==> config.mk <==
export PLATFORM = sky130hd
export DESIGN_NAME = muldiv_unit
export DESIGN_NICKNAME = d
export VERILOG_FILES = /design/src/rtl/muldiv_unit.sv
export SDC_FILE = /design/constraint.sdc
export NUM_CORES = 1
export LEC_CHECK = 0
export CORE_ASPECT_RATIO = 2
export CORE_MARGIN = 2
export CORE_UTILIZATION = 30
export CTS_CLUSTER_SIZE = 30
export DETAILED_ROUTE_END_ITERATION = 6
export DONT_BUFFER_PORTS = 1
export GPL_TIMING_DRIVEN = 0
export HOLD_SLACK_MARGIN = 0.1
export SLEW_MARGIN = 10
export SYNTH_ARGS = -nofsm -noshare
export SYNTH_HDL_FRONTEND = slang
export SYNTH_SLANG_ARGS = --single-unit
==> constraint.sdc <==
create_clock -name clk_i -period 7.5 [get_ports clk_i]
set_input_delay 1.125 -clock clk_i [delete_from_list [all_inputs] [get_ports clk_i]]
set_output_delay 1.125 -clock clk_i [all_outputs]
set_load 0.02 [all_outputs]
==> src/rtl/muldiv_unit.sv <==
// -----------------------------------------------------------------------------
// muldiv_unit
// Iterative 32-bit multiply/divide unit for the RV32M operation set.
//   Multiply: shift-add on operand magnitudes, one multiplier bit per cycle,
//             32 iterations, sign applied to the 64-bit product at the end.
//   Divide:   restoring division on magnitudes, one quotient bit per cycle,
//             32 iterations; quotient truncates toward zero, remainder takes
//             the sign of the dividend.
//   Divide-by-zero and signed overflow bypass the iterations and go straight
//   to DONE with the architecturally defined result.
// States: IDLE (StIdle), MUL (StMul), DIV (StDiv), DONE (StDone).
//
// Ports
//   clk_i    in   1   clock, rising edge
//   rst_ni   in   1   asynchronous active-low reset
//   valid_i  in   1   request valid
//   ready_o  out  1   unit can accept a request (IDLE only)
//   A_i      in  32   multiplicand / dividend
//   B_i      in  32   multiplier / divisor
//   op_i     in   3   0 MUL 1 MULH 2 MULHSU 3 MULHU 4 DIV 5 DIVU 6 REM 7 REMU
//   flush_i  in   1   abort any in-flight operation
//   C_o      out 32   result, holds last value while valid_o is 0
//   valid_o  out  1   C_o valid
//   ready_i  in   1   consumer accepts result
// -----------------------------------------------------------------------------
module muldiv_unit (
   input  logic        clk_i,
   input  logic        rst_ni,
   input  logic        valid_i,
   output logic        ready_o,
   input  logic [31:0] A_i,
   input  logic [31:0] B_i,
   input  logic [2:0]  op_i,
   input  logic        flush_i,
   output logic [31:0] C_o,
   output logic        valid_o,
   input  logic        ready_i
);

   typedef enum logic [1:0] {StIdle, StMul, StDiv, StDone} state_t;

   state_t      r_state;
   logic        r_ready;
   logic        r_valid;
   logic [31:0] r_c;
   logic [4:0]  r_cnt;
   logic [2:0]  r_op;
   // r_hi: product high half (MUL) or partial remainder (DIV)
   // r_lo: multiplier shifting out / product low half shifting in (MUL),
   //       dividend shifting out / quotient shifting in (DIV)
   // r_mcand: multiplicand magnitude (MUL) or divisor magnitude (DIV)
   logic [31:0] r_hi;
   logic [31:0] r_lo;
   logic [31:0] r_mcand;
   logic        r_neg;     // negate product / quotient
   logic        r_neg_a;   // negate remainder (dividend was negative)

   // Request decode
   logic        w_a_sgn;
   logic        w_b_sgn;
   logic        w_a_neg;
   logic        w_b_neg;
   logic [31:0] w_a_mag;
   logic [31:0] w_b_mag;
   logic        w_div_zero;
   logic        w_ovf;
   logic [31:0] w_special;

   // Datapath
   logic [32:0] w_mul_sum;
   logic [63:0] w_prod;
   logic [63:0] w_prod_fix;
   logic [31:0] w_mul_res;
   logic [32:0] w_shift;
   logic        w_qbit;
   logic [31:0] w_sub;
   logic [31:0] w_rem_next;
   logic [31:0] w_quo_next;
   logic [31:0] w_div_res;

   always_comb begin
      // Divide ops: DIV/REM (op[0]=0) signed. Multiply ops: A signed unless
      // MULHU, B signed only for MUL/MULH.
      w_a_sgn    = op_i[2] ? ~op_i[0] : (op_i != 3'd3);
      w_b_sgn    = op_i[2] ? ~op_i[0] : ~op_i[1];
      w_a_neg    = w_a_sgn & A_i[31];
      w_b_neg    = w_b_sgn & B_i[31];
      w_a_mag    = w_a_neg ? (32'd0 - A_i) : A_i;
      w_b_mag    = w_b_neg ? (32'd0 - B_i) : B_i;
      w_div_zero = (B_i == 32'd0);
      w_ovf      = ~op_i[0] && (A_i == 32'h8000_0000) && (B_i == 32'hFFFF_FFFF);
      // op[1] selects remainder
      if (w_div_zero) begin
         w_special = op_i[1] ? A_i : 32'hFFFF_FFFF;
      end else begin
         w_special = op_i[1] ? 32'd0 : 32'h8000_0000;
      end
   end

   always_comb begin
      // Shift-add step: add multiplicand when the current multiplier bit is
      // set, then shift the {carry, hi, lo} pair right by one.
      w_mul_sum  = {1'b0, r_hi} + (r_lo[0] ? {1'b0, r_mcand} : 33'd0);
      w_prod     = {w_mul_sum, r_lo[31:1]};
      w_prod_fix = r_neg ? (64'd0 - w_prod) : w_prod;
      w_mul_res  = (r_op == 3'd0) ? w_prod_fix[31:0] : w_prod_fix[63:32];

      // Restoring step: the partial remainder is always below the divisor, so
      // a successful subtraction always fits back into 32 bits.
      w_shift    = {r_hi, r_lo[31]};
      w_qbit     = (w_shift >= {1'b0, r_mcand});
      w_sub      = w_shift[31:0] - r_mcand;
      w_rem_next = w_qbit ? w_sub : w_shift[31:0];
      w_quo_next = {r_lo[30:0], w_qbit};
      if (r_op[1]) begin
         w_div_res = r_neg_a ? (32'd0 - w_rem_next) : w_rem_next;
      end else begin
         w_div_res = r_neg ? (32'd0 - w_quo_next) : w_quo_next;
      end
   end

   always_ff @(posedge clk_i or negedge rst_ni) begin
      if (!rst_ni) begin
         r_state <= StIdle;
         r_ready <= 1'b1;
         r_valid <= 1'b0;
         r_c     <= 32'd0;
         r_cnt   <= 5'd0;
         r_op    <= 3'd0;
         r_hi    <= 32'd0;
         r_lo    <= 32'd0;
         r_mcand <= 32'd0;
         r_neg   <= 1'b0;
         r_neg_a <= 1'b0;
      end else if (flush_i) begin
         // Flush beats both acceptance and result handshake; C_o keeps its
         // last presented value.
         r_state <= StIdle;
         r_ready <= 1'b1;
         r_valid <= 1'b0;
         r_cnt   <= 5'd0;
      end else begin
         unique case (r_state)
            StIdle: begin
               if (valid_i) begin
                  r_op    <= op_i;
                  r_cnt   <= 5'd0;
                  r_ready <= 1'b0;
                  if (op_i[2] && (w_div_zero || w_ovf)) begin
                     r_state <= StDone;
                     r_valid <= 1'b1;
                     r_c     <= w_special;
                  end else begin
                     r_state <= op_i[2] ? StDiv : StMul;
                     r_hi    <= 32'd0;
                     r_lo    <= op_i[2] ? w_a_mag : w_b_mag;
                     r_mcand <= op_i[2] ? w_b_mag : w_a_mag;
                     r_neg   <= w_a_neg ^ w_b_neg;
                     r_neg_a <= w_a_neg;
                  end
               end
            end
            StMul: begin
               r_hi  <= w_mul_sum[32:1];
               r_lo  <= {w_mul_sum[0], r_lo[31:1]};
               r_cnt <= r_cnt + 5'd1;
               if (r_cnt == 5'd31) begin
                  r_state <= StDone;
                  r_valid <= 1'b1;
                  r_c     <= w_mul_res;
                  r_cnt   <= 5'd0;
               end
            end
            StDiv: begin
               r_hi  <= w_rem_next;
               r_lo  <= w_quo_next;
               r_cnt <= r_cnt + 5'd1;
               if (r_cnt == 5'd31) begin
                  r_state <= StDone;
                  r_valid <= 1'b1;
                  r_c     <= w_div_res;
                  r_cnt   <= 5'd0;
               end
            end
            StDone: begin
               if (ready_i) begin
                  r_state <= StIdle;
                  r_valid <= 1'b0;
                  r_ready <= 1'b1;
               end
            end
            default: begin
               r_state <= StIdle;
               r_ready <= 1'b1;
               r_valid <= 1'b0;
            end
         endcase
      end
   end

   assign ready_o = r_ready;
   assign valid_o = r_valid;
   assign C_o     = r_c;

endmodule

## Word level (Yosys, flattened, before mapping)

Cells that the tools add are included.

| word-level totals | value |
|---|---|
| bits in registers | 142 |
| bits in latches | 0 |
| bits in writable memories | 0 |
| memory bits (read-only) | 0 |
| input port bits | 72 |
| output and inout port bits | 34 |
| word-level logic and storage cells | 110 |
| memories kept | 0 |

| operators by class | value |
|---|---|
| add/subtract/negate cells | 8 |
| multiply operators | 0 |
| div/mod/pow operators | 0 |
| magnitude comparators | 1 |
| equal/unequal tests | 16 |
| shift-type cells | 0 |
| multiplexer cells | 48 |
| bitwise logic cells | 7 |
| reduce and logical (&&, ||, !) cells | 19 |

Operators by type and width:

| operator | number |
|---|---|
| $mux W32 | 21 |
| $pmux W32 S3 | 3 |
| $sub A1 B32 Y32 const A | 4 |
| $eq A32 B32 Y1 const B | 2 |
| $mux W64 | 1 |
| $sub A1 B64 Y64 const A | 1 |
| $add A32 B32 Y33 | 1 |
| $ge A33 B32 Y1 | 1 |
| $logic_not A32 Y1 | 1 |
| $sub A32 B32 Y32 | 1 |
| $mux W5 | 3 |
| $mux W2 | 6 |
| $reduce_and A4 Y1 | 3 |
| $mux W1 | 10 |
| $ne A2 B2 Y1 const B | 5 |
| $pmux W5 S2 | 1 |
| $ne A3 B3 Y1 const B | 3 |
| $reduce_and A3 Y1 | 3 |
| $reduce_bool A3 Y1 | 3 |
| $pmux W2 S3 | 1 |
| $reduce_and A6 Y1 | 1 |
| $add A5 B1 Y5 const B | 1 |
| $eq A5 B5 Y1 const B | 1 |
| $eq A2 B2 Y1 const B | 2 |
| other kinds (14) | 20 |

## Logic depth before layout (Yosys ltp)

Gate-level depths: netlist of run 1.

| logic depth | value |
|---|---|
| depth in word-level cells | 9 |
| gate-level depth with buffers | 25 |
| gate-level depth less buffers | 21 |

## Worst setup path before layout of run 1

OpenSTA, ideal clock, no wires.

| timing | value |
|---|---|
| path type | flip-flop to flip-flop |
| start | register r_hi[29] |
| end | register r_c[28], in the netlist C_o[28] |
| library setup time | 0.126 ns |
| arrival | 5.303 ns |
| required time | 7.374 ns |
| setup slack | 2.071 ns |
| stages on the path, launching flop included | 24 |
| buffers on the path | 3 |
| clock period less this slack | 5.429 ns |
| cell sequence | dfrtp_1 > ha_1 > a21oi_1 > o21ai_0 > a2111oi_0 > o41ai_1 > o32ai_1 > nand2_1 > buf_2 > clkinv_1 > clkbuf_1 > clkbuf_1 > nor2_1 > a21oi_1 > ha_1 > nand2_1 > nor2_1 > nor4b_1 > a32oi_1 > nor4_1 > nand4_1 > nor4_1 > nor4_1 > a221o_1 |

| on the way | value |
|---|---|
| longest elaborated chain between the ends | 7 |
| elaborated cells on any way between the ends | 14 |
| classes of those cells | add/sub (4); order compare (1); mux (9) |

RTL lines:

| item | line | source |
|---|---|---|
| start: declaration | 52 | `logic [31:0] r_hi;` |
| start signal: assignment | 164 | `r_hi <= w_mul_sum[32:1];` |
| start signal: assignment | 175 | `r_hi <= w_rem_next;` |
| branches (longest 6 deep; another with $sub A1 B64 Y64) | -- |  |
| $pmux W32 S3 * | 143 | `unique case (r_state)` |
| end signal: assignment | 152 | `r_c <= w_special;` |
| end signal: assignment | 170 | `r_c <= w_mul_res;` |
| end signal: assignment | 181 | `r_c <= w_div_res;` |
| end: declaration | 45 | `logic [31:0] r_c;` |

Every way passes the cells marked *. The select of a mux whose other input is x is not followed.
A chain may end at the register's enable or synchronous reset.

## Final worst setup path of run 1

| timing | value |
|---|---|
| start | register r_mcand[30] |
| end | register r_c[28], in the netlist C_o[28] |

| on the way | value |
|---|---|
| longest elaborated chain between the ends | 7 |
| elaborated cells on any way between the ends | 9 |
| classes of those cells | add/sub (2); order compare (1); mux (6) |

RTL lines:

| item | line | source |
|---|---|---|
| start: declaration | 54 | `logic [31:0] r_mcand;` |
| start signal: assignment | 157 | `r_mcand <= op_i[2] ? w_b_mag : w_a_mag;` |
| $ge A33 B32 Y1 * | 111 | `w_qbit = (w_shift >= {1'b0, r_mcand});` |
| $mux W32 | 113 | `w_rem_next = w_qbit ? w_sub : w_shift[31:0];` |
| $sub A1 B32 Y32 | 116 | `w_div_res = r_neg_a ? (32'd0 - w_rem_next) : w_rem_next;` |
| $mux W32 | 116 |  |
| $mux W32 * | 115 | `if (r_op[1]) begin` |
| $mux W32 * | 178 | `if (r_cnt == 5'd31) begin` |
| $pmux W32 S3 * | 143 |  |

Mark *: on every way between the ends. The rest lies on a longest branch, timed or not. The select of a mux whose other input is x is not followed.

==> results of run 1 <==
==> stage by stage <==
step	TNS (ps)	worst slack [ps]
2_1_floorplan	0	2070
3_3_place_gp	-12490	-1730
3_5_place_dp	-7740	-1380
4_1_cts	0	97.2
5_1_grt	0	44.2
6_report	0	190
==> layout make-up <==
class | instances | area, sq um
Clock inverter | 5 | 30.0
Inverter | 72 | 272
Buffer | 169 | 676
Fill cell | 6366 | 37500
Clock buffer | 28 | 657
Tap cell | 750 | 938
Timing Repair Buffer | 2 | 15.0
Antenna cell | 6 | 15.0
Sequential cell | 142 | 3560
Multi-Input combinational cell | 2042 | 12600
==> synth_stat cells (all sizes together), types with 21 or more instances <==
library cell,instances
buf,24
mux2i,34
xnor2,128
o31ai,43
nand2,378
clkbuf,149
nor3,39
or3,31
a21o,34
ha,77
nand4,29
a22oi,44
a31oi,27
inv,69
a21oi,195
o21ai,301
nand3,28
nor4,25
o211ai,26
nor2,212
and3,21
xor2,91
dfrtp,141
==> flip-flops by register name, indices dropped and copies added, names as in the netlist <==
signal	count
r_op	3
C_o	32
r_hi	32
valid_o	1
r_cnt	5
r_neg_a	1
r_mcand	32
r_lo	32
ready_o	1
r_neg	1
r_state	2
==> worst max-delay path: stages (launching register included) <==
cell and delay, ps:
dfrtp_1 410, inv_1 80, ha_1 330, a21oi_1 150
o21ai_0 340, a2111oi_4 630, o41ai_4 200, o32ai_4 570
nand2_1 180, buf_2 290, clkinv_2 210, clkbuf_4 380
clkbuf_2 360, nor2_1 70, a21oi_1 160, ha_1 290
nand2_1 100, nor2_1 230, nor4b_2 300, a32oi_1 160
nor4_4 480, nand4_1 300, and4_1 300, nor4_1 370
a221o_1 280
==> metal layers <==
| layer | GRT usage | vias up | wire [um] |
|---|---|---|---|
| li1 | - | 8830 | - |
| met1 | 0.280 | 9280 | 28700 |
| met2 | 0.579 | 1071 | 47500 |
| met3 | 0.0589 | 470 | 5790 |
| met4 | 0.336 | 2 | 12500 |
| met5 | 0 | - | 16 |
==> timing repair <==
| action | CTS | global route |
|---|---|---|
| cloned | 0 | 0 |
| hold buffers | 0 | 0 |
| endpoints found under the hold margin | 0 | 0 |
| resized for setup | 11 | 6 |
| buffers inserted | 1 | 0 |
| pin swaps | 1 | 0 |
| setup endpoints to repair | 10 | 5 |
==> cells by family after synthesis <==
| group | Yosys count | share of synthesized area |
|---|---|---|
| flip-flops | 142 | 0.208 |
| XOR/XNOR | 219 | 0.112 |
| AO/OA/AOI/OAI | 830 | 0.302 |
| buffers and inverters | 245 | 0.0560 |
| AND/OR/NAND/NOR | 864 | 0.233 |
| multiplexers | 50 | 0.0305 |
| adder cells (fa/ha/maj) | 79 | 0.0588 |
==> how the worst max path moves through the flow <==
stage	from	end	cells past startpoint
after detailed placement	r_lo[31]	C_o[28]	24
final	r_mcand[30]	C_o[28]	24
after global placement	r_mcand[30]	C_o[28]	24
after floorplan	r_hi[29]	C_o[28]	23
after CTS	r_mcand[30]	C_o[28]	24
after global routing	r_mcand[12]	C_o[24]	24
==> where the power goes <==
part	switching (mW)	total, mW	internal, mW
logic	4.13	5.79	1.66
registers	0.366	1.41	1.04
clock network	0.393	1.01	0.615
==> results by group, run 1 <==
Run status
  • Status: completed

Synth
  • Cell Area, Synth: approximately 17,000 sq um
  • Synth cell types: 86
  • Post-synth top area cell: dfrtp_1
  • Register area share after synthesis: 0.208
  • Async SR Flop Fraction: 1.00
  • Yosys top cell area share: 0.207
  • Post-synthesis register bit count: roughly 140
  • Synth Net Count: 2,580
  • Synth top area cells: dfrtp_1, o21ai_0, nand2_1
  • Synth Area per Inst: roughly 7.0 sq um
  • Ys Warns: 0
  • Gate Count Post-Synth: 2,429
  • EDFF count, synth: 0
  • Post-synth top flop: dfrtp_1

Flow run
  • Maxcap violations: 0

Clock tree
  • CTS Buf Count: 25
  • CTS tree: yes
  • Clk Latency, worst-skew pair: approximately 520 ps
  • H-tree levels: 4
  • Clock Sinks: ~140
  • Clock Pin Slew Worst Setup and Hold Paths: about 60 ps
  • Root buffer cell: clkbuf_16
  • Max clock buf depth: 3

Power and ir drop
  • Pleak: 7.67 nW
  • P per Cell Area: 436 nW/um^2
  • Peak VDD IR: 0.202 mV
  • Power consumption: 8.20 mW

Critical path
  • Startpoint types: flop
  • Worst R2R End: C_o[28]
  • Arrival time of the worst setup path: 7730 ps
  • Reg-to-reg slack, setup: approximately 190 ps
  • RR Startpoint: r_mcand[30]
  • Worst endpoint required time: between 7000 and 8000 ps
  • Worst-path fanout max: 10
  • Worst Setup End Kind: flop
  • CP Class: flop to flop
  • R2R depth: 24

Detailed routing
  • Initial drt markers: around 1,700
  • DRT Pass-1 Iters: 6
  • Vias per cell: roughly 6.1
  • DRT antenna net count: 0
  • DRC: 0
  • Final WL: 94,500 um
  • WL per Instance: just under 30 um
  • Via count: between 15,000 and 20,000

STA
  • Final hold violations: 0
  • Setup Skew: 22.3 ps
  • F_max: 0.137 GHz
  • Fin crit period: 7310 ps
  • Crit share post-route: 0.975
  • Least-Margin Pin Slew: 1460 ps
  • Setup violators final: 0
  • Worst slew margin: 0.0259
  • Max-slew violations: 0
  • Hold Slack: 323 ps
  • Unrepaired setup endpoints after global routing: no

Floorplanning
  • Initial Util: 0.303
  • Core footprint: roughly 56,000 sq um
  • FP Rows: about 120
  • Die extent in x: ~170 um
  • Die area: about 59,000 sq um
  • Num ports: approximately 110
  • Die height: roughly 340 um

Global route
  • Pin count of the biggest net entering global routing: 143
  • Vias in the first global route: 19,836
  • Global-route wire length before repair: 134,000 um
  • Grt ovf: 0
  • Initial antenna violation count: 8
  • Gr usage total: 0.317

Finish
  • Most frequent cells in the layout: nand2_1, o21ai_0, nor2_1
  • Share of layout cells above drive strength 1: 0.0443
  • Fin util: 0.334
  • Final cell count without fillers: between 3,000 and 4,000
  • Finished Cell Area: around 19,000 sq um
  • Commonest non-fill, non-tap cell in the layout: nand2_1
  • Area growth syn-to-layout: 10.1%
  • Final nets: about 2,600

Placed design
  • Final GP Congestion: ~1.1
  • Input/output buffers: 0
  • DP Cell Count: about 3,200
  • Area after DPL: around 18,000 sq um
  • Dpl hpwl: 76,000 um

Hold path
  • Worst min-delay path class: primary input to asynchronous set/reset pin
No activity file was read; power rests on OpenSTA's default activity.
==> inputs of run 2 (changes only) <==
--- a/config.mk
+++ b/config.mk
@@ -13,7 +13,6 @@
 export DONT_BUFFER_PORTS = 1
 export GPL_TIMING_DRIVEN = 0
 export HOLD_SLACK_MARGIN = 0.1
-export SLEW_MARGIN = 10
 export SYNTH_ARGS = -nofsm -noshare
 export SYNTH_HDL_FRONTEND = slang
 export SYNTH_SLANG_ARGS = --single-unit
==> run 2 against run 1 <==
  * The flow now finishes with violations (DRC)
  * Sequential power barely moved
  * First-iteration DRC count is 2.8% higher
  * Global-route usage is essentially flat
  * Critical path depth unchanged
  * Non-clock buffer count down 1
  * Critical endpoint unchanged
==> results by group, run 2 (synthesis gave the netlist of run 1 again) <==
Global route
  • Pin count of the biggest net entering global routing: 143 (unchanged)
  • Initial antenna violation count: 8 (unchanged)
  • Global-route wire length before repair: 134,000 um (about the same)
  • Grt ovf: 0 (unchanged)
  • Gr usage total: 0.317 (about the same)
  • Vias in the first global route: 19,866 (was 19,836)

STA
  • F_max: 0.137 GHz (about the same)
  • Final worst slack: 181 ps (was 190 ps)
  • Worst slew margin: 0.0531 (was 0.0259)
  • Least-Margin Pin Slew: 1420 ps (was 1460 ps)
  • Setup violators final: 0 (unchanged)
  • Hold Slack: 317 ps (was 323 ps)
  • Setup TNS Final: 0 ps (unchanged)
  • Crit share post-route: 0.976 (was 0.975)
  • Setup Skew: 22.4 ps (was 22.3 ps)
  • Final hold violations: 0 (unchanged)
  • Fin crit period: 7320 ps (was 7310 ps)
  • Unrepaired setup endpoints after global routing: no (unchanged)
  • Max-slew violations: 0 (unchanged)

Clock tree
  • H-tree levels: 4 (unchanged)
  • CTS Buf Count: 25 (unchanged)
  • Max clock buf depth: 3 (unchanged)
  • Post-CTS Hold Buffers: 0 (unchanged)
  • Clock Sinks: 142 (unchanged)
  • Clock Pin Slew Worst Setup and Hold Paths: 60 ps (about the same)
  • Root buffer cell: clkbuf_16 (unchanged)
  • Clk Latency, worst-skew pair: 520 ps (about the same)
  • CTS tree: yes (unchanged)

Critical path
  • R2R depth: 24 (unchanged)
  • Reg-to-reg slack, setup: 180 ps (was 190 ps)
  • Worst-path fanout max: 10 (unchanged)
  • CP Class: flop to flop (unchanged)
  • Worst R2R End: C_o[28] (unchanged)
  • Arrival time of the worst setup path: 7740 ps (was 7730 ps)
  • Crit-path cells: inv_1 -> ha_1 -> a21oi_1 -> o21ai_0 -> a2111oi_4 -> o41ai_4 -> o32ai_4 -> nand2_1 -> buf_2 -> clkinv_2 -> clkbuf_4 -> clkbuf_2 -> nor2_1 -> a21oi_1 -> ha_1 -> nand2_1 -> nor2_1 -> nor4b_2 -> a32oi_1 -> nor4_4 -> nand4_1 -> and4_1 -> nor4_1 -> a221o_1 (unchanged)
  • Crit-path leading delay family: compound AO/OA/AOI/OAI gates (unchanged)
  • Worst endpoint required time: 7920 ps (about the same)
  • RR Startpoint: r_mcand[30] (unchanged)
  • Startpoint types: flop (unchanged)
  • CP peak stage delay: 630 ps (about the same)
  • Critical Path Slowest Stage Cell: a2111oi_4 (unchanged)
  • Worst Setup End Kind: flop (unchanged)
  • Worst Path Buf+Inv: 5 (unchanged)

Power and ir drop
  • P_sw: 4.90 mW (was 4.89 mW)
  • Clk pwr share: 0.123 (about the same)
  • P per Cell Area: 437 nW/um^2 (was 436 nW/um^2)
  • Reg power frac: 0.171 (was 0.172)
  • Switching Share: 0.597 (was 0.596)
  • Pleak: 7.67 nW (about the same)
  • Power consumption: 8.22 mW (was 8.20 mW)
  • Peak VDD IR: 0.201 mV (was 0.202 mV)
  • Internal power: 3.32 mW (about the same)
  • Logic pwr share: 0.706 (was 0.705)

Finish
  • Final cell count without fillers: 3,214 (was 3,216)
  • Commonest non-fill, non-tap cell in the layout: nand2_1 (unchanged)
  • Area growth syn-to-layout: 10.1% (about the same)
  • Finished Cell Area: 18,800 sq um (about the same)
  • Final nets: 2,604 (was 2,605)
  • Register Area: 3560 sq um (unchanged)
  • Fin util: 0.334 (about the same)
  • Area of the multi-input gates: 12,600 sq um (unchanged)
  • Share of layout cells above drive strength 1: 0.0439 (was 0.0443)
  • Final-layout fill cell count: 6,364 (was 6,366)
  • Most frequent cells in the layout: nand2_1, o21ai_0, nor2_1 (unchanged)

Floorplanning
  • Core footprint: 56,300 sq um (unchanged)
  • Die height: 341 um (unchanged)
  • Die area: 58,900 sq um (unchanged)
  • Num ports: 106 (unchanged)
  • FP Rows: 123 (unchanged)
  • Initial Util: 0.303 (unchanged)
  • Die extent in x: 173 um (unchanged)

Placed design
  • Dpl hpwl: 76,000 um (about the same)
  • Pre-CTS setup slack: -1770 ps (was -1380 ps)
  • Area after DPL: 18,000 sq um (about the same)
  • Input/output buffers: 0 (unchanged)
  • DP Cell Count: 3,179 (unchanged)
  • Final GP Congestion: 1.07 (unchanged)

Detailed routing
  • DRT Pass-1 Iters: 7 (was 6)
  • Initial drt markers: 1,740 (was 1,692)
  • Vias per cell: 6.10 (was 6.11)
  • Via count: 19,611 (was 19,653)
  • WL per Instance: 29.5 um (was 29.4 um)
  • DRC: 1 (was 0)
  • DRT antenna net count: 0 (unchanged)
  • Final WL: 94,700 um (was 94,500 um)

Run status
  • Failing checks: DRC
  • Status: complete, but fails checks (was completed)

Flow run
  • Maxcap violations: 0 (unchanged)

Hold path
  • Worst min-delay path class: primary input to asynchronous set/reset pin (unchanged)
## run 2: what timing repair did
action                                  CTS  global route
endpoints found under the hold margin     0             0
endpoints found under the setup margin   14             5
pin swaps                                 1             0
setup buffers                             1             0
gates cloned                              0             0
gates resized for setup                  12             6
## run 2: area by class of cell
class | instances | area share
multi-input combinational | 2042 | 0.673
buffer | 169 | 0.0360
tap | 750 | 0.0499
inverter | 72 | 0.0144
sequential | 142 | 0.189
clock inverter | 5 | 0.00160
timing repair buffer | 1 | 0.000399
clock buffer | 28 | 0.0350
antenna | 5 | 0.000666
## run 2: power by group through the flow
stage                     logic (mW)  clock network (mW)  registers, mW
after floorplan                 3.54                   0           1.27
after detailed placement        5.44                   0           1.40
after global placement          5.44                   0           1.39
after global routing            6.12                1.04           1.43
after CTS                       5.48                1.01           1.40
final                           5.80                1.01           1.41
## run 2: worst max-delay path by stage
stage | start | end | slack, ps | cells after the start
floorplan | r_hi[29] | C_o[28] | 2070 | 23
global placement | r_mcand[30] | C_o[28] | -1730 | 24
detailed placement | r_mcand[30] | C_o[28] | -1770 | 24
CTS | r_mcand[30] | C_o[28] | 100 | 24
global route | r_mcand[12] | C_o[28] | 50 | 24
finish | r_mcand[30] | C_o[28] | 180 | 24
## run 2: layer usage
| layer | GRT usage | share of wire | vias to the layer above | routed length, um |
|---|---|---|---|---|
| li1 | - | - | 8802 | - |
| met1 | 0.279 | 0.31 | 9305 | 29100 |
| met2 | 0.578 | 0.50 | 1012 | 47400 |
| met3 | 0.0592 | 0.059 | 490 | 5560 |
| met4 | 0.338 | 0.13 | 2 | 12700 |
| met5 | 0 | 0.00017 | - | 16 |
